## src/rtl/uart_tx_fifo.sv

```systemverilog
// UART transmitter with a valid/ready TX FIFO, run-time parity/stop-bit selection
// and an internal baud divider. Frames go out back-to-back while the FIFO holds data.
module uart_tx_fifo #(
  parameter int DATA_W = 8,
  parameter int DEPTH  = 4,
  parameter int DIV_W  = 16
) (
  input  logic                     clk,
  input  logic                     rst,
  input  logic                     tx_en,
  input  logic [DIV_W-1:0]         baud_div,
  input  logic [1:0]               parity_mode,
  input  logic                     stop2,
  input  logic                     s_valid,
  input  logic [DATA_W-1:0]        s_data,
  output logic                     s_ready,
  output logic                     txd,
  output logic                     busy,
  output logic                     tx_done,
  output logic [$clog2(DEPTH):0]   fifo_level
);

  localparam int AW = $clog2(DEPTH);
  localparam int LW = AW + 1;
  localparam int BW = $clog2(DATA_W);

  typedef enum logic [2:0] {IDLE, START, DATA, PARITY, STOP} state_t;

  function automatic logic calc_parity(input logic [DATA_W-1:0] data, input logic [1:0] mode);
    logic p;
    p = ^data;
    case (mode)
      2'b01:   return p;
      2'b10:   return ~p;
      default: return 1'b1;
    endcase
  endfunction

  function automatic logic parity_enabled(input logic [1:0] mode);
    return (mode == 2'b01) || (mode == 2'b10);
  endfunction

  logic [DATA_W-1:0] mem_r [DEPTH];
  logic [AW-1:0]     wr_ptr_r, rd_ptr_r;
  logic [LW-1:0]     level_r, level_nxt_s;
  logic              s_ready_r, txd_r, busy_r, tx_done_r;
  state_t            state_r, state_nxt_s;
  logic [DIV_W-1:0]  cnt_r, cnt_nxt_s;
  logic [BW-1:0]     bit_idx_r, bit_idx_nxt_s;
  logic              stop_cnt_r, stop_cnt_nxt_s;
  logic [DATA_W-1:0] shift_r, shift_nxt_s;
  logic              par_bit_r, par_bit_nxt_s;
  logic              par_en_r, par_en_nxt_s;
  logic              stop2_r, stop2_nxt_s;
  logic              bit_end_s, frame_end_s, load_s, push_s;
  logic              txd_nxt_s, done_nxt_s;

  // Handshake, frame-boundary and FIFO-level decisions
  always_comb begin
    bit_end_s   = (cnt_r == baud_div);
    frame_end_s = (state_r == STOP) && bit_end_s && ((stop_cnt_r == 1'b1) || !stop2_r);
    load_s      = tx_en && (level_r != {LW{1'b0}}) && ((state_r == IDLE) || frame_end_s);
    push_s      = s_valid && s_ready_r;
    level_nxt_s = level_r + LW'(push_s) - LW'(load_s);
  end

  // Frame sequencer next state; a load overrides the end-of-frame transition
  always_comb begin
    state_nxt_s    = state_r;
    bit_idx_nxt_s  = bit_idx_r;
    stop_cnt_nxt_s = stop_cnt_r;
    shift_nxt_s    = shift_r;
    par_bit_nxt_s  = par_bit_r;
    par_en_nxt_s   = par_en_r;
    stop2_nxt_s    = stop2_r;
    if ((state_r != IDLE) && !bit_end_s) begin
      cnt_nxt_s = cnt_r + DIV_W'(1);
    end else begin
      cnt_nxt_s = {DIV_W{1'b0}};
    end
    case (state_r)
      IDLE: state_nxt_s = IDLE;
      START: begin
        if (bit_end_s) begin
          state_nxt_s   = DATA;
          bit_idx_nxt_s = {BW{1'b0}};
        end else begin
          state_nxt_s = START;
        end
      end
      DATA: begin
        if (bit_end_s && (bit_idx_r == BW'(DATA_W - 1))) begin
          state_nxt_s    = par_en_r ? PARITY : STOP;
          stop_cnt_nxt_s = 1'b0;
        end else if (bit_end_s) begin
          bit_idx_nxt_s = bit_idx_r + BW'(1);
          shift_nxt_s   = shift_r >> 1;
        end else begin
          state_nxt_s = DATA;
        end
      end
      PARITY: begin
        if (bit_end_s) begin
          state_nxt_s    = STOP;
          stop_cnt_nxt_s = 1'b0;
        end else begin
          state_nxt_s = PARITY;
        end
      end
      STOP: begin
        if (bit_end_s && ((stop_cnt_r == 1'b1) || !stop2_r)) begin
          state_nxt_s = IDLE;
        end else if (bit_end_s) begin
          stop_cnt_nxt_s = 1'b1;
        end else begin
          state_nxt_s = STOP;
        end
      end
      default: state_nxt_s = IDLE;
    endcase
    // Configuration is captured only here, so mid-frame changes wait for the next frame
    if (load_s) begin
      state_nxt_s   = START;
      cnt_nxt_s     = {DIV_W{1'b0}};
      shift_nxt_s   = mem_r[rd_ptr_r];
      par_bit_nxt_s = calc_parity(mem_r[rd_ptr_r], parity_mode);
      par_en_nxt_s  = parity_enabled(parity_mode);
      stop2_nxt_s   = stop2;
    end else begin
      stop2_nxt_s = stop2_nxt_s;
    end
  end

  // Output values for the upcoming cycle, so txd/tx_done come straight from flops
  always_comb begin
    case (state_nxt_s)
      IDLE:    txd_nxt_s = 1'b1;
      START:   txd_nxt_s = 1'b0;
      DATA:    txd_nxt_s = shift_nxt_s[0];
      PARITY:  txd_nxt_s = par_bit_nxt_s;
      STOP:    txd_nxt_s = 1'b1;
      default: txd_nxt_s = 1'b1;
    endcase
    done_nxt_s = (state_nxt_s == STOP) && (cnt_nxt_s == baud_div) &&
                 ((stop_cnt_nxt_s == 1'b1) || !stop2_nxt_s);
  end

  // FIFO storage; contents need no reset
  always_ff @(posedge clk) begin
    if (push_s) begin
      mem_r[wr_ptr_r] <= s_data;
    end
  end

  // Sequencer, FIFO pointer and output registers
  always_ff @(posedge clk) begin
    if (rst) begin
      state_r    <= IDLE;
      cnt_r      <= {DIV_W{1'b0}};
      bit_idx_r  <= {BW{1'b0}};
      stop_cnt_r <= 1'b0;
      shift_r    <= {DATA_W{1'b0}};
      par_bit_r  <= 1'b0;
      par_en_r   <= 1'b0;
      stop2_r    <= 1'b0;
      wr_ptr_r   <= {AW{1'b0}};
      rd_ptr_r   <= {AW{1'b0}};
      level_r    <= {LW{1'b0}};
      s_ready_r  <= 1'b1;
      txd_r      <= 1'b1;
      busy_r     <= 1'b0;
      tx_done_r  <= 1'b0;
    end else begin
      state_r    <= state_nxt_s;
      cnt_r      <= cnt_nxt_s;
      bit_idx_r  <= bit_idx_nxt_s;
      stop_cnt_r <= stop_cnt_nxt_s;
      shift_r    <= shift_nxt_s;
      par_bit_r  <= par_bit_nxt_s;
      par_en_r   <= par_en_nxt_s;
      stop2_r    <= stop2_nxt_s;
      wr_ptr_r   <= push_s ? wr_ptr_r + AW'(1) : wr_ptr_r;
      rd_ptr_r   <= load_s ? rd_ptr_r + AW'(1) : rd_ptr_r;
      level_r    <= level_nxt_s;
      s_ready_r  <= (level_nxt_s != LW'(DEPTH));
      txd_r      <= txd_nxt_s;
      busy_r     <= (state_nxt_s != IDLE);
      tx_done_r  <= done_nxt_s;
    end
  end

  assign s_ready    = s_ready_r;
  assign txd        = txd_r;
  assign busy       = busy_r;
  assign tx_done    = tx_done_r;
  assign fifo_level = level_r;

endmodule
```

## config.mk

```make
export PLATFORM = sky130hd
export DESIGN_NAME = uart_tx_fifo
export DESIGN_NICKNAME = d
export VERILOG_FILES = /design/src/rtl/uart_tx_fifo.sv
export SDC_FILE = /design/constraint.sdc
export NUM_CORES = 1
export LEC_CHECK = 0
export ABC_AREA = 0
export BUFFER_PORTS_ARGS = -buffer_cell sky130_fd_sc_hd__buf_2
export CAP_MARGIN = 0
export CORE_AREA = 2 2 91 93
export CTS_CLUSTER_DIAMETER = 120
export DETAILED_ROUTE_END_ITERATION = 8
export DIE_AREA = 0 0 93 95
export PLACE_DENSITY = 0.74
export SETUP_SLACK_MARGIN = 0.3
export SKIP_LAST_GASP = 1
export SYNTH_ARGS = -nofsm -noshare
export SYNTH_HDL_FRONTEND = slang
export SYNTH_SLANG_ARGS = --single-unit
```

## constraint.sdc

```tcl
create_clock -name clk -period 3.06 [get_ports clk]
set_clock_uncertainty 0.2 [all_clocks]
set_input_delay 0.306 -clock clk [delete_from_list [all_inputs] [get_ports clk]]
set_output_delay 0.306 -clock clk [all_outputs]
set_load 0.01 [all_outputs]
```

# Word level (Yosys, flattened, before mapping)
# Memories as Yosys holds them, arrays and structs flattened. A register that Yosys moved wholly into a read port is not among the register bits.
# Index checks and enable logic that the tools add are counted.
# W data, S select, Z words.
# totals
regBits	45
mem_bits_rw	32
elab_cells	101
n_memories	1
# memory_table
name	words	width	read_ports	rd_clocked_by_memory_dff	write_ports	line	source
mem_r	4	8	1	1	1	43	logic [DATA_W-1:0] mem_r [DEPTH];
# classes
addsub	6
n_eq_ne	18
n_mux	32
bitwise_logic	1
reduce_logical	27
# op_table
operator	n
$eq A16 B16 Y1	2
$mux W16	2
$mux W8	4
$mux W3	10
$add A16 B1 Y16 const B	1
$eq A3 B2 Y1 const B	4
$pmux W3 S4	1
$logic_and A1 B1 Y1	10
$eq A3 B3 Y1 const B	3
$reduce_bool A3 Y1	3
$mux W1	8
$ne A2 B2 Y1 const B	4
$reduce_xor A8 Y1	1
$eq A3 B1 Y1 const B	2
$mux W2	3
$pmux W1 S3	2
$pmux W3 S2	1
$reduce_bool A2 Y1	3
$add A2 B1 Y2 const B	2
$logic_or A1 B1 Y1	4
$reduce_and A4 Y1	1
$add A3 B1 Y3	1
$add A3 B1 Y3 const B	1
$logic_not A1 Y1	3
8 further kinds	8

# Logic depth before layout (Yosys ltp)
# Gate-level depths: netlist (run 1).
# logic_depth
ltp_word	9
ltp_mapped	16
depth_no_buf	13

# Worst setup path before layout (run 1)
# Ideal clock, no wire load.
# synth_path
path_kind	reg2reg
from	register cnt_r[0]
to	register s_ready_r, in the netlist s_ready
setup_ns	0.117
arrival_ns	2.817
required_ns	2.743
path_slack_ns	-0.074
path_stages_with_launch	15
path_buffers	2
period_less_slack_ns	3.134
cell_sequence	dfxtp_1 xnor2_1 nand4_1 or4_4 buf_6 o21ai_2 nand2_1 inv_2 buf_6 ha_1 inv_1 ha_1 fa_1 nor2_1 nand2_1
# synth_between
elab_chain_cells	7
# synth_lines
item	line	source
from (decl)	48	logic [DIV_W-1:0] cnt_r, cnt_nxt_s;
from (signal assigned)	159	cnt_r <= {DIV_W{1'b0}};
from (signal assigned)	175	cnt_r <= cnt_nxt_s;
$eq A16 B16 Y1	60	bit_end_s = (cnt_r == baud_div);
$logic_and A1 B1 Y1 (2 in a row)	61	frame_end_s = (state_r == STOP) && bit_end_s && ((stop_cnt_r == 1'b1) || !stop2_r);
$logic_or A1 B1 Y1	62	load_s = tx_en && (level_r != {LW{1'b0}}) && ((state_r == IDLE) || frame_end_s);
$logic_and A1 B1 Y1	62	
$sub A3 B1 Y3	64	level_nxt_s = level_r + LW'(push_s) - LW'(load_s);
net level_nxt_s[1]	45	logic [LW-1:0] level_r, level_nxt_s;
$ne A3 B3 Y1	185	s_ready_r <= (level_nxt_s != LW'(DEPTH));
to (signal assigned)	185	
to (decl)	46	logic s_ready_r, txd_r, busy_r, tx_done_r;
# The timed path passes the listed nets, and every way through them passes these cells.
# A chain may end at the register's enable or synchronous reset.

# Final worst setup path (run 1)
# layout_path
from	register cnt_r[12]
to	register s_ready_r, in the netlist s_ready
# layout_between
elab_chain_cells	7
# layout_lines
item	line
$eq A16 B16 Y1	60
$logic_and A1 B1 Y1 (2 in a row)	61
$logic_or A1 B1 Y1	62
$logic_and A1 B1 Y1	62
$sub A3 B1 Y3	64
$ne A3 B3 Y1	185
# Every way passes these cells.

==> key figures, run 1 <==
Power and ir drop
  • Combinational power share: 0.306
  • Sw frac: 0.3215
  • Max VDD drop: 0.5084 mV
  • Switch Pwr: 1033 uW
  • Clk pwr share: 0.272
  • Int Power: 2180 uW
  • Flop pwr share: 0.422
  • Power Dens Cells: 653.6 nW/um^2
  • Leak pwr: 0.001780 uW

Yosys
  • Cells after Synth: 392
  • Post-synth cell types: 67
  • Warnings, synthesis: 0
  • Post-synth EDFFs: 32
  • Syn_area_per_cell: 10.50 um^2
  • Register area share after synthesis: 0.4620
  • Post-synthesis register bit count: 79
  • Top FF cell, synth: dfxtp_1
  • Fraction of registers with async set/reset: 0
  • Syn_nets: 435
  • Mapped cell area: 4116 um^2

Floorplanning
  • Boundary pin count: 38
  • Row cnt: 33
  • Starting density of the core: 0.5193
  • Die Wd: 93 um
  • Die area: 8835 um^2
  • Chip height: 95 um
  • Total core area: 7928 um^2

Timing
  • Max Fclk: 354.1 MHz
  • Worst slew margin: 0.6276
  • Worst Max-Slew Pin Slew: 0.5573 ns
  • RSZ-0062 raised after global routing: yes
  • Setup TNS: 0 ns
  • Tcrit/Tclk final: 0.9230
  • Post-layout min period: 2.824 ns
  • Final Setup Violations: 0
  • Hold Vio Cnt, Final: 0
  • Slew Limit Fails: 0

Final layout
  • Fin area: 4915 um^2
  • Post-layout nets: 496
  • Share of layout cells above drive strength 1: 0.2707
  • Number of diodes: 0
  • Layout area overhead: 19.39%
  • Post-Layout Cell Count: 563

Clock tree
  • Clk buf depth: 2
  • Reg clk slew, reported paths: 0.09 ns
  • Total clock sinks: 79
  • CTS Buf Count: 9
  • Clk_lat worst skew: 0.36 ns
  • Clock root buffer: clkbuf_8
  • H-tree depth: 3
  • CTS tree: built

Place
  • Placer Congestion: 0.9611
  • Placed standard-cell area: 4468 um^2
  • Placed insts: 532
  • Port bufs: 37
  • HPWL reported at the end of detailed placement: 6287 um

Hold path
  • Worst hold path class: in -> reg

Routing
  • Via count: 3159
  • DRC violations left: 0
  • DRT Pass-1 Iters: 5
  • Final ANT Viol Nets: 0
  • Final wirelength: 8710 um
  • Via density: 5.611
  • 1st-iter DRT viols: 154
  • WL/cell: 15.47 um

Worst setup path
  • Crit-path cells: xnor2_1 > nand4_1 > or4_4 > o21ai_2 > nand2_1 > inv_2 > ha_4 > inv_2 > ha_4 > fa_2 > xnor2_1 > nor2_1 > nand2_1
  • Worst Path Required: 3.10 ns
  • Cell family with most CP delay: simple AND/OR/NAND/NOR gates
  • Critical path class: reg -> reg
  • Worst path slowest cell: or4_4
  • CP bufs+invs: 2
  • Crit-path max FO: 4
  • Worst setup SP type: flop
  • Worst EP arrival: 2.86 ns
  • Max incr delay on CP: 0.45 ns
  • Crit end category: flop

GRT
  • Vias in the first global route: 2996
  • Total grt overflow: 0
  • Initial antenna violation count: 0
  • First-pass GRT wire length: 14100 um
  • Total GRT Usage: 0.2061
  • Largest net degree at the start of global routing: 29

Flow run
  • MaxCap Viol Count: 0

Run status
  • Run status: complete, no violations
[state kept, by name, indices dropped and copies added (netlist names), named ones only]
register,count
tx_done,1
wr_ptr_r,2
par_en_r,1
fifo_level,3
busy,1
cnt_r,16
stop2_r,1
txd,1
par_bit_r,1
state_r,3
shift_r,8
s_ready,1
bit_idx_r,3
rd_ptr_r,2
stop_cnt_r,1
mem_r,32
[tightest hold or removal path: cells and delay by family]
kind	cells	cell delay, ns
buffers and inverters	1	0.13
AO/OA/AOI/OAI	1	0.05
AND/OR/NAND/NOR	1	0.08
[synth_stat cells, types with 4 or more instances]
| library cell | count | area share |
|---|---|---|
| a21oi_1 | 16 | 0.019 |
| inv_1 | 15 | 0.014 |
| nor2_1 | 34 | 0.031 |
| a22oi_1 | 5 | 0.0091 |
| mux4_2 | 8 | 0.044 |
| nand3_1 | 17 | 0.021 |
| nand4_1 | 9 | 0.014 |
| and3_1 | 9 | 0.014 |
| xnor2_1 | 33 | 0.070 |
| clkbuf_1 | 5 | 0.0046 |
| nor2b_1 | 4 | 0.0061 |
| dfxtp_1 | 47 | 0.23 |
| nand2_1 | 28 | 0.026 |
| edfxtp_1 | 32 | 0.23 |
| nor3_1 | 10 | 0.012 |
| a31oi_1 | 6 | 0.0091 |
| xor2_1 | 10 | 0.021 |
| or3_1 | 5 | 0.0076 |
| nand2b_1 | 5 | 0.0076 |
| ha_1 | 11 | 0.033 |
| o21ai_0 | 11 | 0.013 |
| buf_6 | 6 | 0.016 |
[final timing paths]
path	from	endpoint	slack, ns	cells past startpoint
worst min-delay path	s_valid	wr_ptr_r[1]	0.07	3
worst max-delay path	cnt_r[12]	s_ready	0.24	13
worst min register to register	bit_idx_r[2]	bit_idx_r[2]	0.26	2
worst max register to register	cnt_r[12]	s_ready	0.24	13
[cell type report]
cell class	instances	area [um^2]
well taps	105	131.4
fillers	656	3013
inverters	16	60.06
multi-input cells	279	2128
repair buffers	68	437.9
flip-flops and latches	79	1929
clock buffers	10	148.9
clock inverters	6	78.83
[per-layer routing]
layer,share of wire,GRT usage
met1,0.45,0.2637
met2,0.47,0.3315
met3,0.043,0.04469
met4,0.029,0.1042
met5,0,0
[power groups by stage]
stage,registers [uW],logic (uW),clock network [uW]
final,1360,984,873
after global placement,1380,922,0
after global routing,1370,1090,931
after CTS,1350,980,889
after detailed placement,1380,947,0
after floorplan,1360,718,0
[per-stage QoR]
step                      power (uW)  hold WS (ns)  worst slack (ns)  utilization
after detailed placement        2328        0.2523            0.1020       0.5636
after floorplan                 2074        0.2049           0.04970            -
final                           3212       0.06737            0.2356       0.6199
after global routing            3389       0.05588            0.1509       0.6199
after CTS                       3222       0.04710            0.2655       0.6170
after global placement          2297        0.2445            0.1295       0.5636
[what timing repair did]
| item | in CTS | in global routing |
|---|---|---|
| endpoints found under the hold margin | 32 | 0 |
| setup buffers | 5 | 2 |
| hold buffers | 8 | 0 |
| pin swaps | 3 | 0 |
| resized for setup | 20 | 2 |
| endpoints found under the setup margin | 4 | 6 |
[placed cells by master (no fill, tap or decap), types with 3 or more instances in the layout]
master,instances
xnor2_2,8
nand2_1,28
xnor2_1,26
o21ai_0,11
nand3b_1,3
inv_6,3
nand4_1,9
nand2b_1,5
nor2b_1,4
ha_1,9
or3_1,5
buf_4,23
dfxtp_1,35
a211o_1,3
dfxtp_2,7
clkbuf_8,9
nand3_1,17
edfxtp_1,32
a21oi_1,16
nor2_1,34
o2111ai_1,3
buf_2,37
xor2_1,9
a22oi_1,5
inv_1,14
dfxtp_4,5
dlygate4sd3_1,8
nor3_1,10
a31oi_1,6
and3_1,9
mux4_2,8
[kinds of logic after synthesis]
kind of cell | count (synthesis) | share of synthesized area
simple gates | 141 | 0.1842
flops | 79 | 0.4620
compound gates | 70 | 0.1195
xor+xnor | 45 | 0.1009
buf+inv | 34 | 0.04316
fa+ha+maj | 12 | 0.03830
mux | 11 | 0.05197
(Power assumes the default switching activity.)
==> inputs of run 2 (changes only) <==
Settings changed: CORE_AREA 2 2 91 93 to 2 2 87 97, DIE_AREA 0 0 93 95 to 0 0 89 99.
==> run 2 against run 1 <==
Sequential power about the same; highest routed layer unchanged; die area down 0.27%; register-to-register slack hardly changed; clock-buffer cell count shrank 1.
==> key figures, run 2 (synthesized netlist as in run 1, its figures left out) <==
Clock tree
  • CTS Buf Count: 9
  • Reg clk slew, reported paths: 0.09 ns
  • H-tree depth: 3
  • Clk_lat worst skew: 0.36 ns
  • Total clock sinks: 79
  • CTS tree: built
  • Clock root buffer: clkbuf_8
  • Clk buf depth: 2

GRT
  • Vias in the first global route: 3039
  • Largest net degree at the start of global routing: 29
  • Total grt overflow: 0
  • Initial antenna violation count: 0
  • First-pass GRT wire length: 14400 um
  • Total GRT Usage: 0.2151

Worst setup path
  • Worst Path Required: 3.11 ns
  • Worst path slowest cell: or4_4
  • FF-to-FF End: s_ready
  • Max incr delay on CP: 0.54 ns
  • R2R depth: 12
  • Beginning of the critical path: cnt_r[7]
  • Setup crit end: s_ready
  • Critical path class: reg -> reg
  • Worst reg2reg path startpoint: cnt_r[7]
  • Worst setup SP type: flop
  • Worst EP arrival: 2.88 ns
  • FF-to-FF setup slack: 0.22 ns
  • Crit end category: flop
  • Crit-path cells: xnor2_1 > nand4_1 > or4_4 > o21ai_4 > nand2_2 > inv_2 > ha_4 > inv_2 > ha_4 > fa_2 > nor2_1 > nand2_1
  • Crit-path max FO: 2

Place
  • HPWL reported at the end of detailed placement: 6347 um
  • Placed standard-cell area: 4494 um^2
  • Port bufs: 37
  • Placer Congestion: 0.8614

Routing
  • WL met1: 3790 um
  • Final ANT Viol Nets: 0
  • WL/cell: 16.03 um
  • WL met2: 4758 um
  • DRC violations left: 0
  • Max Used Layer: met4
  • WL met3: 510 um
  • 1st-iter DRT viols: 235
  • DRT Pass-1 Iters: 5
  • Via density: 5.662
  • Via count: 3250
  • Final wirelength: 9203 um

Final layout
  • Number of flip-flops under the largest register name: 32
  • Footprint of the multi-input gates: 2177 um^2
  • Largest regs: mem_r (32), cnt_r (16), shift_r (8)
  • Most frequent cells in the layout: buf_2, nor2_1, dfxtp_1, edfxtp_1, buf_4
  • Number of diodes: 0
  • Layout area overhead: 21.73%
  • FF+latch area: 1938 um^2
  • Fin area: 5011 um^2
  • Fill count: 627
  • Post-layout nets: 504
  • Share of layout cells above drive strength 1: 0.2983
  • Largest Register: mem_r
  • Most common cell after layout, fill and taps aside: buf_2

Timing
  • Worst Max-Slew Pin Slew: 0.6380 ns
  • Setup TNS: 0 ns
  • Final hold slack: 0.06321 ns
  • RSZ-0062 raised after global routing: yes
  • Final Setup Violations: 0
  • Slew Limit Fails: 0
  • Tcrit/Tclk final: 0.9266
  • Max Fclk: 352.7 MHz
  • Post-layout min period: 2.835 ns
  • Worst slew margin: 0.5731
  • Hold Vio Cnt, Final: 0

Floorplanning
  • Row cnt: 34
  • Starting density of the core: 0.5259
  • Die area: 8811 um^2
  • Total core area: 7828 um^2
  • Boundary pin count: 38
  • Chip height: 99 um
  • Die Wd: 89 um

Run status
  • Run status: complete, no violations

Power and ir drop
  • Power Dens Cells: 627.5 nW/um^2
  • Pwr Total: 3144 uW
  • Leak pwr: 0.001821 uW
  • Max VDD drop: 0.6236 mV

Flow run
  • MaxCap Viol Count: 0

Hold path
  • Worst hold path class: in -> reg
==> run 2: area by class of cell <==
type / instances / share of cell area
repair buffers: 76 / 0.09938
well taps: 108 / 0.02697
flip-flops and latches: 79 / 0.3868
inverters: 16 / 0.01199
clock buffers: 9 / 0.02472
clock inverters: 7 / 0.01573
multi-input cells: 279 / 0.4345
==> run 2: power by group <==
| group | switching [uW] | internal (uW) |
|---|---|---|
| sequential | 102 | 1250 |
| clock | 418 | 387 |
| combinational | 512 | 474 |
==> run 2: through the flow <==
step | utilization | setup WS, ns | instances
global route | 0.6402 | 0.1149 | 574
finish | 0.6402 | 0.2246 | 574
detailed placement | 0.5742 | 0.06339 | 538
floorplan | - | 0.04970 | 392
global placement | 0.5742 | 0.1255 | 538
CTS | 0.6236 | 0.2300 | 566
==> run 2: worst max-delay path: cells and delay by family, from the launching register on <==
kind / cells / cell delay [ns]
flip-flops: 1 / 0.33
AO/OA/AOI/OAI: 1 / 0.15
adder cells (fa/ha/maj): 3 / 0.75
AND/OR/NAND/NOR: 5 / 0.97
buffers and inverters: 2 / 0.13
XOR/XNOR: 1 / 0.18
==> run 2: worst min-delay path by stage <==
stage / cells past startpoint / startpoint / to
2_1_floorplan: 0 / s_data[0] / mem_r[0][0]
3_3_place_gp: 2 / bit_idx_r[2] / bit_idx_r[2]
3_5_place_dp: 2 / bit_idx_r[2] / bit_idx_r[2]
4_1_cts: 3 / s_valid / wr_ptr_r[1]
6_report: 3 / s_valid / wr_ptr_r[1]
5_1_grt: 3 / s_valid / wr_ptr_r[1]
==> run 2: timing repair <==
action	4_1_cts	5_1_grt
endpoints found under the hold margin	32	0
endpoints found under the setup margin	4	20
pin swaps	3	9
hold buffers	8	0
resized for setup	19	16
setup buffers	4	8
==> run 2: per-layer routing <==
layer | vias up | GRT usage
li1 | 1574 | -
met1 | 1553 | 0.2632
met2 | 105 | 0.3720
met3 | 18 | 0.04941
met4 | 0 | 0.06774
met5 | - | 0
